### config.mk
export PLATFORM = sky130hd
export DESIGN_NAME = mux4_rr_arbiter
export DESIGN_NICKNAME = d
export VERILOG_FILES = /design/src/rtl/mux4_rr_arbiter.sv
export SDC_FILE = /design/constraint.sdc
export NUM_CORES = 1
export LEC_CHECK = 0
export BUFFER_PORTS_ARGS = -buffer_cell sky130_fd_sc_hd__buf_2
export CAP_MARGIN = 15
export CORE_ASPECT_RATIO = 2
export CORE_MARGIN = 2
export CORE_UTILIZATION = 45
export CTS_CLUSTER_DIAMETER = 30
export CTS_CLUSTER_SIZE = 12
export DETAILED_ROUTE_END_ITERATION = 8
export PLACE_DENSITY = 0.83
export SLEW_MARGIN = 20
export SYNTH_ARGS = -nofsm -noshare
export SYNTH_HDL_FRONTEND = slang
export SYNTH_SLANG_ARGS = --single-unit
### constraint.sdc
create_clock -name clk -period 2.91 [get_ports clk]
set_clock_uncertainty 0.2 [all_clocks]
set_input_delay 0.291 -clock clk [delete_from_list [all_inputs] [get_ports clk]]
set_output_delay 0.291 -clock clk [all_outputs]
set_load 0.03 [all_outputs]
### src/rtl/mux4_rr_arbiter.sv
// mux4_rr_arbiter: round-robin arbiter driving a shared 4:1 data mux.
// Four level-sensitive requesters compete for one registered output lane.
// Each grant lasts at most MAX_HOLD cycles, or until its request drops if
// MAX_HOLD is 0. All outputs are registered.
// Optional feature: define MUX_ARB_LOCK_EN so that lock=1 keeps the current
// grant past its hold limit. Without the macro, lock is accepted but ignored.
// Handshake: req[i] is a level request sampled only at rising edges. gnt/sel
// and out_vld change one edge after the request is seen. Out is valid exactly
// when out_vld=1. Requesters have no way to stall the block.
// state_dbg exposes the FSM state: 0 = IDLE, 1 = GRANT.

module mux4_rr_arbiter #(
    parameter int DATA_W   = 8,
    parameter int MAX_HOLD = 4
) (
    input  logic                clk,
    input  logic                rst_n,
    input  logic [3:0]          req,
    input  logic [4*DATA_W-1:0] In,
    input  logic                lock,
    output logic [3:0]          gnt,
    output logic [1:0]          sel,
    output logic [DATA_W-1:0]   Out,
    output logic                out_vld,
    output logic                state_dbg
);

    typedef enum logic {
        IDLE  = 1'b0,
        GRANT = 1'b1
    } state_t;

    localparam bit         HOLD_EN   = (MAX_HOLD != 0);
    localparam logic [7:0] HOLD_LAST = 8'(MAX_HOLD - 1);

    state_t     state, state_n;
    logic [1:0] ptr, ptr_n;
    logic [1:0] sel_n;
    logic [7:0] hold_cnt, hold_n;
    logic [2:0] pick_ptr;
    logic [2:0] pick_next;
    logic       at_limit;
    logic       lock_hold;

`ifdef MUX_ARB_LOCK_EN
    assign lock_hold = lock;
`else
    // lock has no effect in this build
    logic unused_lock;
    assign unused_lock = lock;
    assign lock_hold   = 1'b0;
`endif

    // Returns {found, index}. The search starts at 'start' and wraps mod 4.
    // The loop runs from the farthest offset down to the nearest, so the
    // nearest set bit is the last one written and therefore wins.
    function automatic logic [2:0] rr_pick(input logic [3:0] r, input logic [1:0] start);
        logic [2:0] res;
        logic [1:0] idx;
        res = 3'b000;
        for (int k = 3; k >= 0; k--) begin
            idx = start + 2'(k);
            if (r[idx]) begin
                res = {1'b1, idx};
            end
        end
        return res;
    endfunction

    assign pick_ptr  = rr_pick(req, ptr);
    assign pick_next = rr_pick(req, sel + 2'd1);
    assign at_limit  = HOLD_EN && (hold_cnt == HOLD_LAST);
    assign state_dbg = state;

    // Next-state arbitration: release, expiry or keep, in priority order
    always_comb begin
        state_n = state;
        ptr_n   = ptr;
        sel_n   = sel;
        hold_n  = hold_cnt;
        case (state)
            IDLE: begin
                if (pick_ptr[2]) begin
                    state_n = GRANT;
                    sel_n   = pick_ptr[1:0];
                    hold_n  = 8'd0;
                end
            end
            GRANT: begin
                if (!req[sel]) begin
                    // Owner dropped its request. Hand over on this edge, or go idle.
                    ptr_n = sel + 2'd1;
                    if (pick_next[2]) begin
                        sel_n  = pick_next[1:0];
                        hold_n = 8'd0;
                    end else begin
                        state_n = IDLE;
                    end
                end else if (at_limit && !lock_hold) begin
                    // Burst expired. req[sel] is still set, so a winner always exists.
                    ptr_n  = sel + 2'd1;
                    sel_n  = pick_next[1:0];
                    hold_n = 8'd0;
                end else if (!at_limit) begin
                    // Keep the grant. When locked at the limit, the count saturates.
                    hold_n = hold_cnt + 8'd1;
                end
            end
            default: state_n = IDLE;
        endcase
    end

    // State and registered outputs
    always_ff @(posedge clk or negedge rst_n) begin
        if (!rst_n) begin
            state    <= IDLE;
            ptr      <= 2'd0;
            hold_cnt <= 8'd0;
            sel      <= 2'd0;
            gnt      <= 4'd0;
            Out      <= '0;
            out_vld  <= 1'b0;
        end else begin
            state    <= state_n;
            ptr      <= ptr_n;
            hold_cnt <= hold_n;
            sel      <= sel_n;
            out_vld  <= (state_n == GRANT);
            if (state_n == GRANT) begin
                gnt <= 4'b0001 << sel_n;
                Out <= In[int'(sel_n)*DATA_W +: DATA_W];
            end else begin
                gnt <= 4'd0;
            end
        end
    end

endmodule

**Yosys cells after proc, flatten, opt, wreduce, memory -nomap -nowiden**

Index checks and enable logic that the tools add are counted.

- Bits in registers: 25
- Bits in latches: 0
- Memory bits (writable): 0
- Memory bits (read-only): 0
- Bits of input ports: 39
- Output and inout port bits: 16
- Word-level logic and storage cells: 75
- Memories kept: 0

- $add $sub $neg: 8
- $mul: 0
- Divide/modulo/power cells: 0
- $lt $le $gt $ge: 9
- Eq/ne operators: 4
- Shifts and indexed selects: 2
- Muxes and demuxes: 43
- Bitwise operators: 1
- Reduce and logical (&&, ||, !) cells: 2

Operators by type and width:

| cell | number |
|---|---|
| two-way mux 8 bit | 4 |
| indexed part select 32 x 6 -> 8 bit | 1 |
| less-than comparator 2 x 3 -> 1 bit (second input constant) | 9 |
| two-way mux 3 bit | 8 |
| binary-select mux 1 bit (select 2 bit) | 9 |
| one-hot mux 8 bit (2 select lines) | 1 |
| two-way mux 1 bit | 12 |
| two-way mux 2 bit | 6 |
| adder 2 bit (second input constant) | 4 |
| adder 8 x 1 -> 8 bit (second input constant) | 1 |
| equality test 8 x 2 -> 1 bit (second input constant) | 1 |
| adder 2 x 1 -> 2 bit (second input constant) | 3 |
| two-way mux 4 bit | 1 |
| != test 2 bit (second input constant) | 2 |
| one-hot mux 2 bit (2 select lines) | 1 |
| AND reduction 2 bit | 2 |
| left shift 1 x 2 -> 4 bit (first input constant) | 1 |
| != test 3 x 1 -> 1 bit (second input constant) | 1 |
| one-hot mux 1 bit (2 select lines) | 1 |
| NOT 1 bit | 1 |

**Logic depth before layout (Yosys ltp)**

Gate-level depths: netlist (run 1).

- Depth in word-level cells: 13
- Gate-level depth with buffers: 11
- Gate-level depth less buffers: 8

**Least setup slack after synthesis (run 1)**

OpenSTA, ideal clock, no wires.

- Path type: reg-to-reg
- From: register sel[0]
- To: register Out[0]
- Setup time: 0.087 ns
- Arrival: 2.236 ns
- Required time: 2.623 ns
- Setup slack: 0.387 ns
- Cell stages (with the launch flop): 9
- Buffers on the path: 2
- Period minus slack after synthesis: 2.523 ns
- Cell sequence: dfrtp_1 -> buf_6 -> mux4_2 -> a21bo_4 -> nor2_4 -> or4_1 -> buf_4 -> a2bb2oi_1 -> o211ai_1

- Longest elaborated chain between the ends: 12
- Elaborated cells on any way between the ends: 27
- Those cells by class: 4 x add/sub; 1 x shift; 22 x mux

Ends and longest elaborated chain:

| what | RTL line | source |
|---|---|---|
| start, declared | 22 | `output logic [1:0] sel,` |
| start signal, assigned | 127 | `sel <= sel_n;` |
| adder 2 x 1 -> 2 bit | 71 | `assign pick_next = rr_pick(req, sel + 2'd1);` |
| adder 2 bit | 62 | `idx = start + 2'(k);` |
| binary-select mux 1 bit (select 2 bit) | 63 | `if (r[idx]) begin` |
| two-way mux 1 bit (implied by the code) | 63 |  |
| two-way mux 3 bit (4 in series) | 63 |  |
| two-way mux 2 bit, on equally long branches | 93, 99 |  |
| two-way mux 2 bit | 90 | `if (!req[sel]) begin` |
| one-hot mux 2 bit (2 select lines) | 81 | `case (state)` |
| indexed part select 32 x 6 -> 8 bit | 131 | `Out <= In[int'(sel_n)*DATA_W +: DATA_W];` |
| end signal, assigned | 131 |  |
| end, declared | 23 | `output logic [DATA_W-1:0] Out,` |

Parallel ways exist; a longest one is shown, timed or not. The select of a mux whose other input is x is not followed.
A chain may end at the register's enable or synchronous reset.

**Worst setup path after layout (run 1)**

- From: register ptr[1]
- To: register Out[4]

- Longest elaborated chain between the ends: 10
- Elaborated cells on any way between the ends: 20
- Those cells by class: 3 x add/sub; 1 x shift; 16 x mux

Ends and longest elaborated chain:

| what | RTL line | source |
|---|---|---|
| start, declared | 37 | `logic [1:0] ptr, ptr_n;` |
| start signal, assigned | 125 | `ptr <= ptr_n;` |
| adder 2 bit | 62 |  |
| binary-select mux 1 bit (select 2 bit) | 63 |  |
| two-way mux 1 bit (implied by the code) | 63 |  |
| two-way mux 3 bit (3 in series) | 63 |  |
| two-way mux 3 bit (*) | 63 |  |
| two-way mux 2 bit | 83 | `if (pick_ptr[2]) begin` |
| one-hot mux 2 bit (2 select lines) | 81 |  |
| indexed part select 32 x 6 -> 8 bit | 131 |  |

Every way passes the cells marked *; elsewhere a longest branch is shown, timed or not. The select of a mux whose other input is x is not followed.

==> results.toml, run 1 <==
[run_status]
status = "complete, no violations"

[drt]
post-route-drc-count = 0
ant_nets = 0
vias = 1728
drt-total-wl_um = 4460
first_iter_violations = 40
dr.pass1.iters = 4
viasPerCell = 5.84
routedWlPerCell_um = 15.1

[cells_and_area]
layout-drive-gt1-share_pct = 32.0
synthToLayoutAreaGrowth_pct = 17.7
fin_cells = 296
nets = 285
antenna_cells = 0
nFillCells = 383
finalInstanceArea_mm2 = 0.00218

[timing]
drv_slew = 0
rsz0062_at_grt = "false"
hold_viol = 0
tns_ps = 0
maxSlewHeadroom_pct = 30.5
fin_crit_ps = 2630
fin_crit_sh_pct = 90.4
worstMarginPinSlew_ps = 1040
setup_viol = 0
max_freq_mhz = 380

[synthesis]
synth_compound_area_share_pct = 29.6
yosys-mux-area-fraction_pct = 7.17
yosysUniqueCellTypes = 53
synth-xor-area-share_pct = 0.474
yosysMostFrequentCell = "dfrtp_1"
ys_async_sr_fraction_pct = 100
synth-simple-area-share_pct = 21.0
synth_edf_count = 0
syn_area_mm2 = 0.00185
avgSynthCellArea_um2 = 9.44
synth_commonest_cells = "dfrtp_1 (25), nand2_1 (18), o211ai_1 (15)"
synth_top_area_share_pct = 33.8
netlist_top_cells_area = "dfrtp_1 (34%), o211ai_1 (6.1%), mux2i_1 (6.0%), a2bb2oi_1 (3.8%), o221ai_1 (3.8%)"
yosys_warnings = 0
synth_cells = 196
synth_seq_cells = 25
seq_area_frac_synth_pct = 33.8
syn_nets = 236
synthAdderAreaFrac_pct = 0.677
synth_top_family_by_area = "compound AO/OA/AOI/OAI gates"
ys.flop_type = "dfrtp_1"
yosysTopAreaCell = "dfrtp_1"

[clock_network]
cts_sinks = 25
insertion_delay_ps = 270
cts_resized = 0
cts_root_buf = "clkbuf_8"
ctsHoldBuffers = 1
post-cts-setup-buffers = 0
cts_made_buffers = 3
cts_tree = "done"
clk_path_buf_depth = 2
cts.clk_slew.worst_paths_ps = 90
h-tree-depth = 1

[global_route]
antenna_found_initial = 0
grt_max_degree = 26
grt-ovfl-total = 0
grt_util_all_layers_pct = 20.4
first_global_vias = 1659
grt_first_pass_wirelength_um = 7510

[die]
core_area_mm2 = 0.00401
initial_core_util_pct = 46.2
die_x_um = 49.3
rows = 33
fp.dieH_um = 94.7
die_area_mm2 = 0.00467
pin_count = 55

[place]
dpl.cell_count = 291
io_buffers = 53
place_area_mm2 = 0.00212
hpwl_um = 3310
place_congestion = 0.807

[pwr]
vdd.ir_drop.worst_uv = 559
power_per_cell_area_mw_per_mm2 = 955
p_leak_nw = 0.997
total_power_mw = 2.08

[critical_path]
cp.required_ps = 2860
critPathMaxStageDelay_ps = 860
start_kind = "flip-flop"
crit_arrival_ps = 2580
critical_path_class = "flip-flop to flip-flop"
crit_path_cell_trace = "and3b_1, o21ai_0, a32oi_1, o21ai_4, a2bb2oi_1, o211ai_2"
critPathMaxFanout = 21
cp_slowest_cell = "a32oi_1"
end_kind = "flip-flop"

[hold_path]
hold_path.class = "input port to flip-flop"

[job]
maxCapViolCount = 0
==> cell usage in the layout, fill, tap and decap left out, types with 8 or more instances in the layout <==
master,instances
buf_2,53
dfrtp_1,25
nand2_1,18
o211ai_1,15
o21ai_0,13
mux2i_1,11
and2_1,8
o221ai_1,8
nor3_1,8
a2bb2oi_1,8
==> state kept, by name (all words and copies together) (netlist names) <==
| register | count |
|---|---|
| Out | 8 |
| gnt | 4 |
| hold_cnt | 8 |
| ptr | 2 |
| sel | 2 |
| state_dbg | 1 |
==> routing by layer <==
layer	wire (µm)	global-route usage (%)	vias up
met5	0	0	-
met4	59	8.33	0
met3	252	2.69	4
met2	2200	34.9	60
met1	1950	25.6	827
li1	-	-	837
==> path summary, 6_finish.rpt <==
check,from,endpoint,slack [ps],cells after the start
max,ptr[1],Out[4],280,6
min,In[12],Out[4],120,3
min reg2reg,Out[4],Out[4],300,2
max in group asynchronous,rst_n,sel[0],1780,2
max reg2reg,ptr[1],Out[4],280,6
min in group asynchronous,rst_n,hold_cnt[5],340,2
==> metrics by stage <==
step	util, %	worst slack (ps)	hold WS, ps
CTS	54.3	287	121
floorplan	-	387	-205
finish	54.3	280	119
global route	54.3	38.3	141
detailed placement	52.9	218	115
global placement	52.9	333	103
==> critical path: cells and delay by family, from the launching register on <==
family          cells  cell delay (ps)
compound gates      5             1670
flops               1              450
simple gates        1              180
==> report_power, final <==
group / total [mW] / leakage [nW] / switching (mW) / internal (mW)
Combinational: 1.29 / 0.662 / 0.760 / 0.528
Clock: 0.215 / 0.0217 / 0.118 / 0.0972
Sequential: 0.575 / 0.314 / 0.101 / 0.474
Total: 2.08 / 0.997 / 0.980 / 1.10
==> cell type report <==
type	count	area (µm²)	area share [%]
multi-input cells	149	1090	50.1
flip-flops and latches	25	626	28.8
repair buffers	61	328	15.1
well taps	52	65.1	2.99
clock buffers	3	41.3	1.90
inverters	5	18.8	0.863
clock inverters	1	7.51	0.345
==> kinds of logic after synthesis <==
| logic type | Yosys count |
|---|---|
| buffers and inverters | 22 |
| DFF | 25 |
| and+or+nand+nor | 68 |
| xor gates and xnor gates | 1 |
| AOI/OAI and AO/OA | 67 |
| muxes | 12 |
| adders and majority gates | 1 |
No activity file was read; power rests on OpenSTA's default activity.
==> run 2, diff against run 1 <==
--- a/config.mk
+++ b/config.mk
@@ -14,6 +14,7 @@
 export CTS_CLUSTER_SIZE = 12
 export DETAILED_ROUTE_END_ITERATION = 8
 export PLACE_DENSITY = 0.83
+export RECOVER_POWER = 100
 export SLEW_MARGIN = 20
 export SYNTH_ARGS = -nofsm -noshare
 export SYNTH_HDL_FRONTEND = slang
==> run 2 against run 1 <==
  * Core utilization is 0.87 points lower
  * Critical path type unchanged
  * Largest power group unchanged
  * Fmax is 2.5% lower
  * Sequential share of layout area is 0.47 points higher
  * Sequential power hardly changed
  * Final area is 1.6% lower
  * Non-clock buffer count stayed put
  * Clock power hardly changed
  * Combinational power is 3% lower
  * Critical endpoint is now Out[2]
  * Sequential cell count stayed put
  * Cell count stayed put
  * First-iteration DRC count is 5.0% lower
  * Count of clock-buffer cells in the layout stayed put
==> results.toml, run 2 (synthesis results as in run 1) <==
[run_status]
status = "complete, no violations"

[pwr]
p_leak_nw = 0.948
vdd.ir_drop.worst_uv = 559
power_per_cell_area_mw_per_mm2 = 952

[global_route]
first_global_vias = 1659
grt_max_degree = 26
grt_first_pass_wirelength_um = 7510
grt-ovfl-total = 0
grt_util_all_layers_pct = 20.4
antenna_found_initial = 0

[critical_path]
crit_end = "Out[2]"
worstReg2RegEnd = "Out[2]"
reg2reg_depth = 7
path_depth = 7
critPathMaxStageDelay_ps = 430
worst-path-buf-inv = 0
r2r-start = "hold_cnt[0]"
critPathMaxFanout = 10
cp.required_ps = 2850
crit_arrival_ps = 2630
path_delay_family = "simple AND/OR/NAND/NOR gates"
critical_path_class = "flip-flop to flip-flop"
crit_path_cell_trace = "ha_1, nor3b_2, a21bo_1, nor2_1, or4_1, a2bb2oi_1, o211ai_1"
start_kind = "flip-flop"
ff2ff_setup_slack_ps = 210
end_kind = "flip-flop"
cp_slowest_cell = "nor2_1"
crit_start = "hold_cnt[0]"

[timing]
tns_ps = 0
drv_slew = 0
hold_viol = 0
worstMarginPinSlew_ps = 1400
fin_crit_sh_pct = 92.7
rsz0062_at_grt = "false"
setup_viol = 0
max_freq_mhz = 371
fin_crit_ps = 2700
maxSlewHeadroom_pct = 6.42

[die]
initial_core_util_pct = 46.2
die_area_mm2 = 0.00467
pin_count = 55
fp.dieH_um = 94.7
die_x_um = 49.3
rows = 33
core_area_mm2 = 0.00401

[clock_network]
h-tree-depth = 1
cts_resized = 0
insertion_delay_ps = 280
cts_sinks = 25
clk_path_buf_depth = 2
cts_root_buf = "clkbuf_8"
cts_tree = "done"
cts.clk_slew.worst_paths_ps = 100
post-cts-setup-buffers = 0
cts_made_buffers = 3
ctsHoldBuffers = 1

[place]
hpwl_um = 3310
place_congestion = 0.807
dpl.cell_count = 291
io_buffers = 53

[job]
maxCapViolCount = 0

[hold_path]
hold_path.class = "input port to flip-flop"

[drt]
first_iter_violations = 38
post-route-drc-count = 0
drt-total-wl_um = 4530
dr.pass1.iters = 4
ant_nets = 0
routedWlPerCell_um = 15.3
vias = 1751
viasPerCell = 5.92

[cells_and_area]
final_cell_mix = "buf_2 (36), dfrtp_1 (25), nand2_1 (18), clkbuf_1 (17), o211ai_1 (15)"
nets = 285
fin_cells = 296
synthToLayoutAreaGrowth_pct = 15.8
antenna_cells = 0
reg.largest.list = "Out (8), hold_cnt (8), gnt (4)"
layout-drive-gt1-share_pct = 24.2
final_common_cell = "buf_2"
## run 2: worst register-to-register path, stage by stage, from the launching register on
cell       delay [ps]
dfrtp_1           420
ha_1              260
nor3b_2           210
a21bo_1           250
nor2_1            430
or4_1             410
a2bb2oi_1         260
o211ai_1          120
## run 2: report_power, final
group	total, mW	leakage [nW]	internal, mW	switching [mW]
logic	1.25	0.613	0.489	0.757
registers	0.577	0.314	0.474	0.104
clock network	0.216	0.0217	0.0973	0.119
total	2.04	0.948	1.06	0.979
## run 2: worst min-delay path by stage
stage / from / endpoint / slack, ps / depth (start not counted)
2_1_floorplan: rst_n / Out[0] / -200 / 0
3_3_place_gp: rst_n / hold_cnt[3] / 100 / 1
3_5_place_dp: rst_n / hold_cnt[4] / 120 / 1
4_1_cts: In[12] / Out[4] / 120 / 3
5_1_grt: In[8] / Out[0] / 140 / 3
6_report: In[12] / Out[4] / 120 / 3
## run 2: per-layer routing
metal	vias up	GRT usage, %	routed length [µm]	part of all wire, %
li1	837	-	-	-
met1	846	25.6	1970	43
met2	64	34.9	2230	49
met3	4	2.69	268	5.9
met4	0	8.33	59	1.3
met5	-	0	0	0
## run 2: cell type report
class	instances	area, µm²
fillers	401	1860
multi-input cells	149	1080
flip-flops and latches	25	626
repair buffers	61	307
well taps	52	65.1
clock buffers	3	41.3
inverters	5	18.8
clock inverters	1	7.51
## run 2: through the flow
stage	worst slack (ps)	cell area [µm²]	power (mW)	util, %	hold WS, ps
floorplan	387	1850	1.63	-	-205
finish	214	2140	2.04	53.5	118
detailed placement	218	2120	1.86	52.9	115
CTS	287	2180	2.08	54.3	121
global placement	333	2120	1.81	52.9	103
global route	24.2	2140	2.18	53.5	141
